<file path="src/rtl/sram_arbiter_if.sv">
// sram_arbiter_if
//   Bundles the fetch port, data port and shared SRAM port of the SRAM
//   arbiter into one interface.
//   Signals:
//     if_req/if_addr       fetch read request, held until if_gnt
//     if_gnt               fetch request accepted this cycle
//     if_rvalid/if_rdata   fetch read response, one cycle after grant
//     mem_req/mem_wen/mem_addr/mem_wdata  data request, held until mem_gnt
//     mem_gnt              data request accepted this cycle
//     mem_rvalid/mem_rdata data read response (reads only)
//     sram_en/sram_wen/sram_addr/sram_wdata  shared single-port SRAM command
//     sram_rdata           SRAM read data, one cycle after an enabled read
//   Modports:
//     slave   the arbiter side
//     master  the requestor/SRAM side (pipeline and memory model)
interface sram_arbiter_if;
  logic        if_req;
  logic [31:0] if_addr;
  logic        if_gnt;
  logic        if_rvalid;
  logic [31:0] if_rdata;

  logic        mem_req;
  logic [3:0]  mem_wen;
  logic [31:0] mem_addr;
  logic [31:0] mem_wdata;
  logic        mem_gnt;
  logic        mem_rvalid;
  logic [31:0] mem_rdata;

  logic        sram_en;
  logic [3:0]  sram_wen;
  logic [31:0] sram_addr;
  logic [31:0] sram_wdata;
  logic [31:0] sram_rdata;

  modport slave (
    input  if_req, if_addr, mem_req, mem_wen, mem_addr, mem_wdata, sram_rdata,
    output if_gnt, if_rvalid, if_rdata, mem_gnt, mem_rvalid, mem_rdata,
           sram_en, sram_wen, sram_addr, sram_wdata
  );

  modport master (
    output if_req, if_addr, mem_req, mem_wen, mem_addr, mem_wdata, sram_rdata,
    input  if_gnt, if_rvalid, if_rdata, mem_gnt, mem_rvalid, mem_rdata,
           sram_en, sram_wen, sram_addr, sram_wdata
  );
endinterface

</file>
<file path="src/rtl/sram_arbiter.sv">
// sram_arbiter
//   Shares one single-port SRAM between the instruction-fetch port and the
//   data port. Data accesses win by default; grants are combinational and the
//   read response comes back one cycle later, tagged by a response-owner FSM.
//   Ports:
//     clk           sole clock, all state on the rising edge
//     reset         synchronous, active-high reset
//     cancel        pipeline flush: blocks an IF grant and kills a pending
//                   IF response in the same cycle
//     bus           sram_arbiter_if.slave (fetch, data and SRAM signals)
//     conflict_cnt  wrapping count of cycles with both requests high
//   Parameters:
//     STARVE_LIMIT  consecutive denied fetch cycles that force one fetch grant
//   Build option:
//     ARB_STARVE_GUARD_EN  when defined, adds a 3-bit starvation counter that
//                          inverts priority for one cycle at STARVE_LIMIT;
//                          when undefined, data always wins.
module sram_arbiter #(
  parameter int unsigned STARVE_LIMIT = 4
) (
  input  logic          clk,
  input  logic          reset,
  input  logic          cancel,
  sram_arbiter_if.slave bus,
  output logic [31:0]   conflict_cnt
);

  typedef enum logic [1:0] {
    OWN_NONE,
    OWN_IF,
    OWN_MEM_RD
  } owner_e;

  owner_e owner_q;
  owner_e owner_d;
  logic   if_gnt;
  logic   mem_gnt;
  logic   starve_hit;

  // A limit above 7 can never match the 3-bit counter, so the guard would
  // simply never fire.
  if (STARVE_LIMIT > 7) begin : g_limit_unreachable
  end

`ifdef ARB_STARVE_GUARD_EN
  logic [2:0] starve_cnt;

  assign starve_hit = (32'(starve_cnt) == STARVE_LIMIT);

  // Counts cycles a fetch waits behind data; saturates at 7 and clears on a
  // fetch grant or a flush.
  always_ff @(posedge clk) begin
    if (reset) begin
      starve_cnt <= '0;
    end else if (if_gnt || cancel) begin
      starve_cnt <= '0;
    end else if (bus.if_req && (starve_cnt != 3'd7)) begin
      starve_cnt <= starve_cnt + 3'd1;
    end
  end
`else
  assign starve_hit = 1'b0;
`endif

  // Grant selection and response-owner next state. Reset blocks every grant.
  always_comb begin
    if_gnt  = 1'b0;
    mem_gnt = 1'b0;
    owner_d = OWN_NONE;
    if (!reset) begin
      if (starve_hit) begin
        if_gnt  = bus.if_req & ~cancel;
        mem_gnt = bus.mem_req & ~if_gnt;
      end else begin
        mem_gnt = bus.mem_req;
        if_gnt  = bus.if_req & ~bus.mem_req & ~cancel;
      end
      if (if_gnt) begin
        owner_d = OWN_IF;
      end else if (mem_gnt && (bus.mem_wen == 4'b0000)) begin
        owner_d = OWN_MEM_RD;
      end
    end
  end

  // Response owner: who gets next cycle's sram_rdata.
  always_ff @(posedge clk) begin
    if (reset) begin
      owner_q <= OWN_NONE;
    end else begin
      owner_q <= owner_d;
    end
  end

  // Contention statistics, wraps naturally at 32 bits.
  always_ff @(posedge clk) begin
    if (reset) begin
      conflict_cnt <= '0;
    end else if (bus.if_req && bus.mem_req) begin
      conflict_cnt <= conflict_cnt + 32'd1;
    end
  end

  assign bus.if_gnt     = if_gnt;
  assign bus.mem_gnt    = mem_gnt;
  assign bus.sram_en    = if_gnt | mem_gnt;
  assign bus.sram_wen   = mem_gnt ? bus.mem_wen : 4'b0000;
  assign bus.sram_addr  = if_gnt ? bus.if_addr : bus.mem_addr;
  assign bus.sram_wdata = if_gnt ? 32'd0 : bus.mem_wdata;

  assign bus.if_rvalid  = (owner_q == OWN_IF) & ~cancel & ~reset;
  assign bus.mem_rvalid = (owner_q == OWN_MEM_RD) & ~reset;
  assign bus.if_rdata   = bus.sram_rdata;
  assign bus.mem_rdata  = bus.sram_rdata;

endmodule

</file>
<file path="src/flat_wrapper.sv">
// flat-port wrapper written by rule: the top's interface ports become plain ports
module sram_arbiter_flat 
#(
  parameter int unsigned STARVE_LIMIT = 4
)
  (clk, reset, cancel, conflict_cnt, bus_if_req, bus_if_addr, bus_mem_req, bus_mem_wen, bus_mem_addr, bus_mem_wdata, bus_sram_rdata, bus_if_gnt, bus_if_rvalid, bus_if_rdata, bus_mem_gnt, bus_mem_rvalid, bus_mem_rdata, bus_sram_en, bus_sram_wen, bus_sram_addr, bus_sram_wdata);
  sram_arbiter_if bus_i ();
  input  logic clk;
  input  logic reset;
  input  logic cancel;
  output logic [31:0] conflict_cnt;
  input wire logic [$bits(bus_i.if_req)-1:0] bus_if_req;
  input wire logic [$bits(bus_i.if_addr)-1:0] bus_if_addr;
  input wire logic [$bits(bus_i.mem_req)-1:0] bus_mem_req;
  input wire logic [$bits(bus_i.mem_wen)-1:0] bus_mem_wen;
  input wire logic [$bits(bus_i.mem_addr)-1:0] bus_mem_addr;
  input wire logic [$bits(bus_i.mem_wdata)-1:0] bus_mem_wdata;
  input wire logic [$bits(bus_i.sram_rdata)-1:0] bus_sram_rdata;
  output wire logic [$bits(bus_i.if_gnt)-1:0] bus_if_gnt;
  output wire logic [$bits(bus_i.if_rvalid)-1:0] bus_if_rvalid;
  output wire logic [$bits(bus_i.if_rdata)-1:0] bus_if_rdata;
  output wire logic [$bits(bus_i.mem_gnt)-1:0] bus_mem_gnt;
  output wire logic [$bits(bus_i.mem_rvalid)-1:0] bus_mem_rvalid;
  output wire logic [$bits(bus_i.mem_rdata)-1:0] bus_mem_rdata;
  output wire logic [$bits(bus_i.sram_en)-1:0] bus_sram_en;
  output wire logic [$bits(bus_i.sram_wen)-1:0] bus_sram_wen;
  output wire logic [$bits(bus_i.sram_addr)-1:0] bus_sram_addr;
  output wire logic [$bits(bus_i.sram_wdata)-1:0] bus_sram_wdata;
  assign bus_i.if_req = bus_if_req;
  assign bus_i.if_addr = bus_if_addr;
  assign bus_i.mem_req = bus_mem_req;
  assign bus_i.mem_wen = bus_mem_wen;
  assign bus_i.mem_addr = bus_mem_addr;
  assign bus_i.mem_wdata = bus_mem_wdata;
  assign bus_i.sram_rdata = bus_sram_rdata;
  assign bus_if_gnt = bus_i.if_gnt;
  assign bus_if_rvalid = bus_i.if_rvalid;
  assign bus_if_rdata = bus_i.if_rdata;
  assign bus_mem_gnt = bus_i.mem_gnt;
  assign bus_mem_rvalid = bus_i.mem_rvalid;
  assign bus_mem_rdata = bus_i.mem_rdata;
  assign bus_sram_en = bus_i.sram_en;
  assign bus_sram_wen = bus_i.sram_wen;
  assign bus_sram_addr = bus_i.sram_addr;
  assign bus_sram_wdata = bus_i.sram_wdata;
  sram_arbiter #(.STARVE_LIMIT(STARVE_LIMIT)) u_core (.clk(clk), .reset(reset), .cancel(cancel), .bus(bus_i), .conflict_cnt(conflict_cnt));
endmodule
</file>
<file path="config.mk">
export PLATFORM = sky130hd
export DESIGN_NAME = sram_arbiter_flat
export DESIGN_NICKNAME = d
export VERILOG_FILES = /design/src/rtl/sram_arbiter_if.sv /design/src/rtl/sram_arbiter.sv /design/src/flat_wrapper.sv
export SDC_FILE = /design/constraint.sdc
export NUM_CORES = 1
export LEC_CHECK = 0
export CORE_AREA = 2 2 118 120
export DETAILED_ROUTE_END_ITERATION = 16
export DIE_AREA = 0 0 120 122
export GPL_ROUTABILITY_DRIVEN = 0
export GPL_TIMING_DRIVEN = 0
export HOLD_SLACK_MARGIN = 0.08
export PLACE_DENSITY = 0.73
export RECOVER_POWER = 100
export SYNTH_ARGS = -nofsm -noshare
export SYNTH_HDL_FRONTEND = slang
export SYNTH_SLANG_ARGS = --single-unit
</file>
<file path="constraint.sdc">
create_clock -name clk -period 3.7 [get_ports clk]
set_input_delay 0.555 -clock clk [delete_from_list [all_inputs] [get_ports clk]]
set_output_delay 0.555 -clock clk [all_outputs]
set_load 0.005 [all_outputs]
</file>
After elaboration in Yosys (flattened, before gate mapping)
Index checks and enable logic that the tools add are counted.
- word-level logic and storage cells: 28
- output and inout bits: 169
- memories kept: 0
- latch bits: 0
- bits in writable memories: 0
- input bits: 137
- memory bits (read-only): 0
- register bits: 34
- $lt $le $gt $ge: 0
- shifts and indexed selects: 0
- $mul: 0
- add/sub/neg operators: 1
- divide/modulo/power cells: 0
- muxes and demuxes: 9
- equality and inequality tests: 2
- bitwise gates (word level): 9
- reductions and logical operators: 4
- operators with widths (operator ; count):
    32-bit 2-to-1 mux ; 2
    32-bit by 1-bit adder with 32-bit output (second input constant) ; 1
    1-bit bitwise AND ; 5
    1-bit 2-to-1 mux ; 5
    4-bit zero test ; 1
    4-bit 2-to-1 mux ; 1
    1-bit inverter ; 3
    2-bit by 1-bit == test with 1-bit output (second input constant) ; 1
    2-bit == test (second input constant) ; 1
    1-bit logical AND ; 2
    2-bit 2-to-1 mux ; 1
    2-bit OR reduction ; 1
    1-bit OR ; 1

Depth between registers and ports, before layout
- depth in word-level cells: 6
- depth in mapped cells: 7
- mapped depth without buffers: 5

Least setup slack after synthesis
OpenSTA, ideal clock, no wires.
- path type: input to output
- from: input reset
- to: output bus_sram_addr[15]
- slack: 1.056 ns
- buffers on the path: 3
- arrival: 2.089 ns
- data required time: 3.145 ns
- cell stages on the path: 5
- path through: clkbuf_1 > nor4b_1 > clkbuf_1 > buf_2 > mux2_2
- cells in the longest elaborated chain, start to end: 2
- ends and longest elaborated chain (element ; RTL line ; text):
    from (decl) ; flat_wrapper.sv:9 ; input logic reset;
    1-bit 2-to-1 mux ; sram_arbiter.sv:70 ; if (!reset) begin
    32-bit 2-to-1 mux ; sram_arbiter.sv:108 ; assign bus.sram_addr = if_gnt ? bus.if_addr : bus.mem_addr;
    to (decl) ; flat_wrapper.sv:27 ; output wire logic [$bits(bus_i.sram_addr)-1:0] bus_sram_addr;
No other way between the ends.

Worst setup path after layout
- from: input bus_if_req
- to: output bus_sram_addr[14]
- cells in the longest elaborated chain, start to end: 5
- ends and longest elaborated chain (element ; RTL line ; text):
    from (decl) ; flat_wrapper.sv:12 ; input wire logic [$bits(bus_i.if_req)-1:0] bus_if_req;
    1-bit bitwise AND (2 in series) ; sram_arbiter.sv:76 ; if_gnt = bus.if_req & ~bus.mem_req & ~cancel;
    1-bit 2-to-1 mux (2 in series) ; sram_arbiter.sv:70 ;
    32-bit 2-to-1 mux ; sram_arbiter.sv:108 ;
No other way between the ends. The select of a mux whose other input is x is not followed.

==> run metrics <==
outcome finished, final reports clean; Area Growth Syn to Fin 113.0%; cell depth of the worst flop-to-flop path 6; vias in the first global route 3,308; first-pass GRT wire length 19.13 mm; largest net degree at the start of global routing 11; Final Hold Fails 0; core area 13,500 µm²; Max-Slew Margin vs Limit 64.30%; Avg WL per Cell 16.20 µm; P per Cell Area 203.9 nW/µm²; sequential element share of the synthesized area 24.89%; Worst setup SP type input port; CP endpoint kind primary output; # rows 43; TritonCTS clock tree built; synthesis warning total 0; flops & latches, synth 34; Hold Crit Depth 2; overall routing resource usage 16.59%; Post-synth ARST share 0%; global routing usage on met3 3.886%; number of synthesized flops with an enable pin 0; DRC errors left 0; CP Data Arrival Time 3020 ps; die area 14,640 µm²; fin nets 748; fin crit period 3576 ps; Synth top area share 24.89%; dominant cells by area after synthesis dfxtp_1 (25%), buf_4 (18%), mux2_2 (13%); ant diodes 0; Worst Skew 2.041 ps; Peak supply drop 0.0002283 V; Clock Pin Slew Worst Setup and Hold Paths 50 ps; actual slew at the worst max-slew pin 535.6 ps; Detailed Place HPWL 11.02 mm; TritonCTS Buffers 5; Leak 2.281 nW; # fillers 1,273; vias per cell 4.338; die width 120 µm; gr busiest metal met2; crit share post-route 96.66%; initial core utilization 20.25%; root buffer cell clkbuf_16; R2R Path Start u_core.conflict_cnt[13]; CTS Sinks 34; Post-Synthesis Cells 332; fin cells 791; Ports 306; mean cell area of the mapped netlist 8.238 µm²; Synth Flop Type dfxtp_1; clock buffer depth 2; Total Wirelength 12.81 mm; R2R Setup Slk 1380 ps; reg2reg end u_core.conflict_cnt[29]; via count 3,431; postcts setup bufs 0; Min-Delay Endpoint u_core.conflict_cnt[31]; pre-CTS WS -379.9 ps; Hold Crit Class flop to flop; htree depth 2; Die Y 122 µm; antenna violations before repair 0; Port Buffer Count 271; GR met2 Demand/Resource 28.59%; met1 GRT Util 21.57%; syn_nets 470; cell taking the most area after synthesis dfxtp_1; Unique masters post-synth 32; antenna-violating nets left 0; final setup fails 0; Setup WS post-layout 123.6 ps; min-delay src u_core.conflict_cnt[31]; Max Slew Vio Count 0; Crit Path Class input port to primary output; Crit path required time 3140 ps; DR pass1 iterations 4; Initial DRC Count 241; max cap viols 0; Post-CTS Hold Buffers 0; Max Freq 0.2796 GHz; share of cells above drive strength 1 16.86%; Worst-Skew Late Latency 280 ps; post-synthesis cell area 2735 µm²; global route total overflow 0; maximum fanout along the worst path 10; RSZ-0062 raised after global routing false; placed insts 783
==> cell families (layout without fill, tap and decap cells) <==
group / Yosys count / in the layout / share of synthesized area (%)
muxes: 32 / 32 / 13.17
xor gates and xnor gates: 10 / 10 / 3.202
and+or+nand+nor: 126 / 126 / 27.81
AOI/OAI and AO/OA: 43 / 43 / 9.470
adders and majority gates: 1 / 1 / 0.4574
DFF: 34 / 34 / 24.89
buffers and inverters: 86 / 365 / 21.00
==> flip-flops by register name, indices dropped and copies added, names as in the netlist <==
signal / flops
u_core.owner_q: 2
u_core.conflict_cnt: 32
==> synthesized netlist by cell type, types with 2 or more instances <==
cell and number:
or3_1 4, dfxtp_1 34, nor4b_1 3, nand4_1 11, xor2_1 8, nor3_1 2
and2_1 5, inv_1 3, mux2_2 32, clkbuf_1 13, buf_4 64, o21ai_0 4
nor2b_1 33, buf_1 2, and3_1 2, nor2_1 13, nand3_1 13, xnor2_1 2
a21oi_1 22, buf_2 3, o31ai_1 16, or4_1 18, and4_1 4, nand2_1 13
==> cell type report <==
type                            count  area, µm²  area share (%)
Sequential cell                    34      680.7           11.68
Buffer                             83      556.8           9.558
Timing Repair Buffer              271       2713           46.56
Multi-Input combinational cell    212       1491           25.60
Inverter                            3      11.26          0.1933
Tap cell                          180      225.2           3.866
Clock inverter                      1      5.005         0.08591
Clock buffer                        7      142.6           2.448
==> worst max-delay path, stage by stage <==
cell             delay [ps]
clkdlybuf4s50_1         620
nor4b_4                 340
clkbuf_1                420
mux2_2                  400
dlygate4sd3_1           680
==> how the worst max path moves through the flow <==
stage / start / endpoint / slack [ps] / depth (start not counted)
6_report: bus_if_req / bus_sram_addr[14] / 120 / 5
5_1_grt: bus_if_req / bus_sram_wdata[14] / 20 / 6
4_1_cts: bus_if_req / bus_sram_addr[22] / 20 / 6
3_5_place_dp: bus_if_req / bus_sram_addr[28] / -380 / 6
3_3_place_gp: bus_if_req / bus_sram_addr[22] / -380 / 6
2_1_floorplan: reset / bus_sram_addr[15] / 1060 / 5
==> layer usage <==
metal  vias to the layer above  wire length (µm)
met5                         -                 0
met4                         0                91
met3                         6              1018
met2                       152              6358
met1                      1598              5344
li1                       1675                 -
==> repair_timing <==
item | in CTS | in global routing
hold endpoints to repair | 0 | 0
gates resized for setup | 2 | 1
endpoints found under the setup margin | 56 | 18
==> cell usage in the layout, fill, tap and decap left out, drive strengths merged, types with 16 or more instances in the layout <==
| master | n |
|---|---|
| dlygate4sd3 | 138 |
| clkdlybuf4s50 | 133 |
| buf | 68 |
| dfxtp | 34 |
| nor2b | 33 |
| mux2 | 32 |
| a21oi | 22 |
| clkbuf | 22 |
| or4 | 19 |
| o31ai | 16 |
==> report_power, final <==
group | total, mW | leakage (nW) | internal (mW) | switching (mW)
clock network | 0.421 | 0.0739 | 0.267 | 0.154
logic | 0.396 | 1.93 | 0.282 | 0.114
registers | 0.371 | 0.274 | 0.368 | 0.00285
total | 1.19 | 2.28 | 0.917 | 0.271
==> metrics by stage <==
step | hold slack, ps | utilization [%] | setup TNS, ps | power [mW] | area, µm²
floorplan | 468.2 | - | 0 | 0.4996 | 2735
global placement | 472.1 | 42.01 | -10250 | 0.8015 | 5673
detailed placement | 479.4 | 42.01 | -10200 | 0.8035 | 5673
CTS | 486.8 | 43.16 | 0 | 1.223 | 5828
global route | 516.0 | 43.14 | 0 | 1.229 | 5826
finish | 483.3 | 43.14 | 0 | 1.188 | 5826
Note: power is estimated with default switching activity, not from simulation.
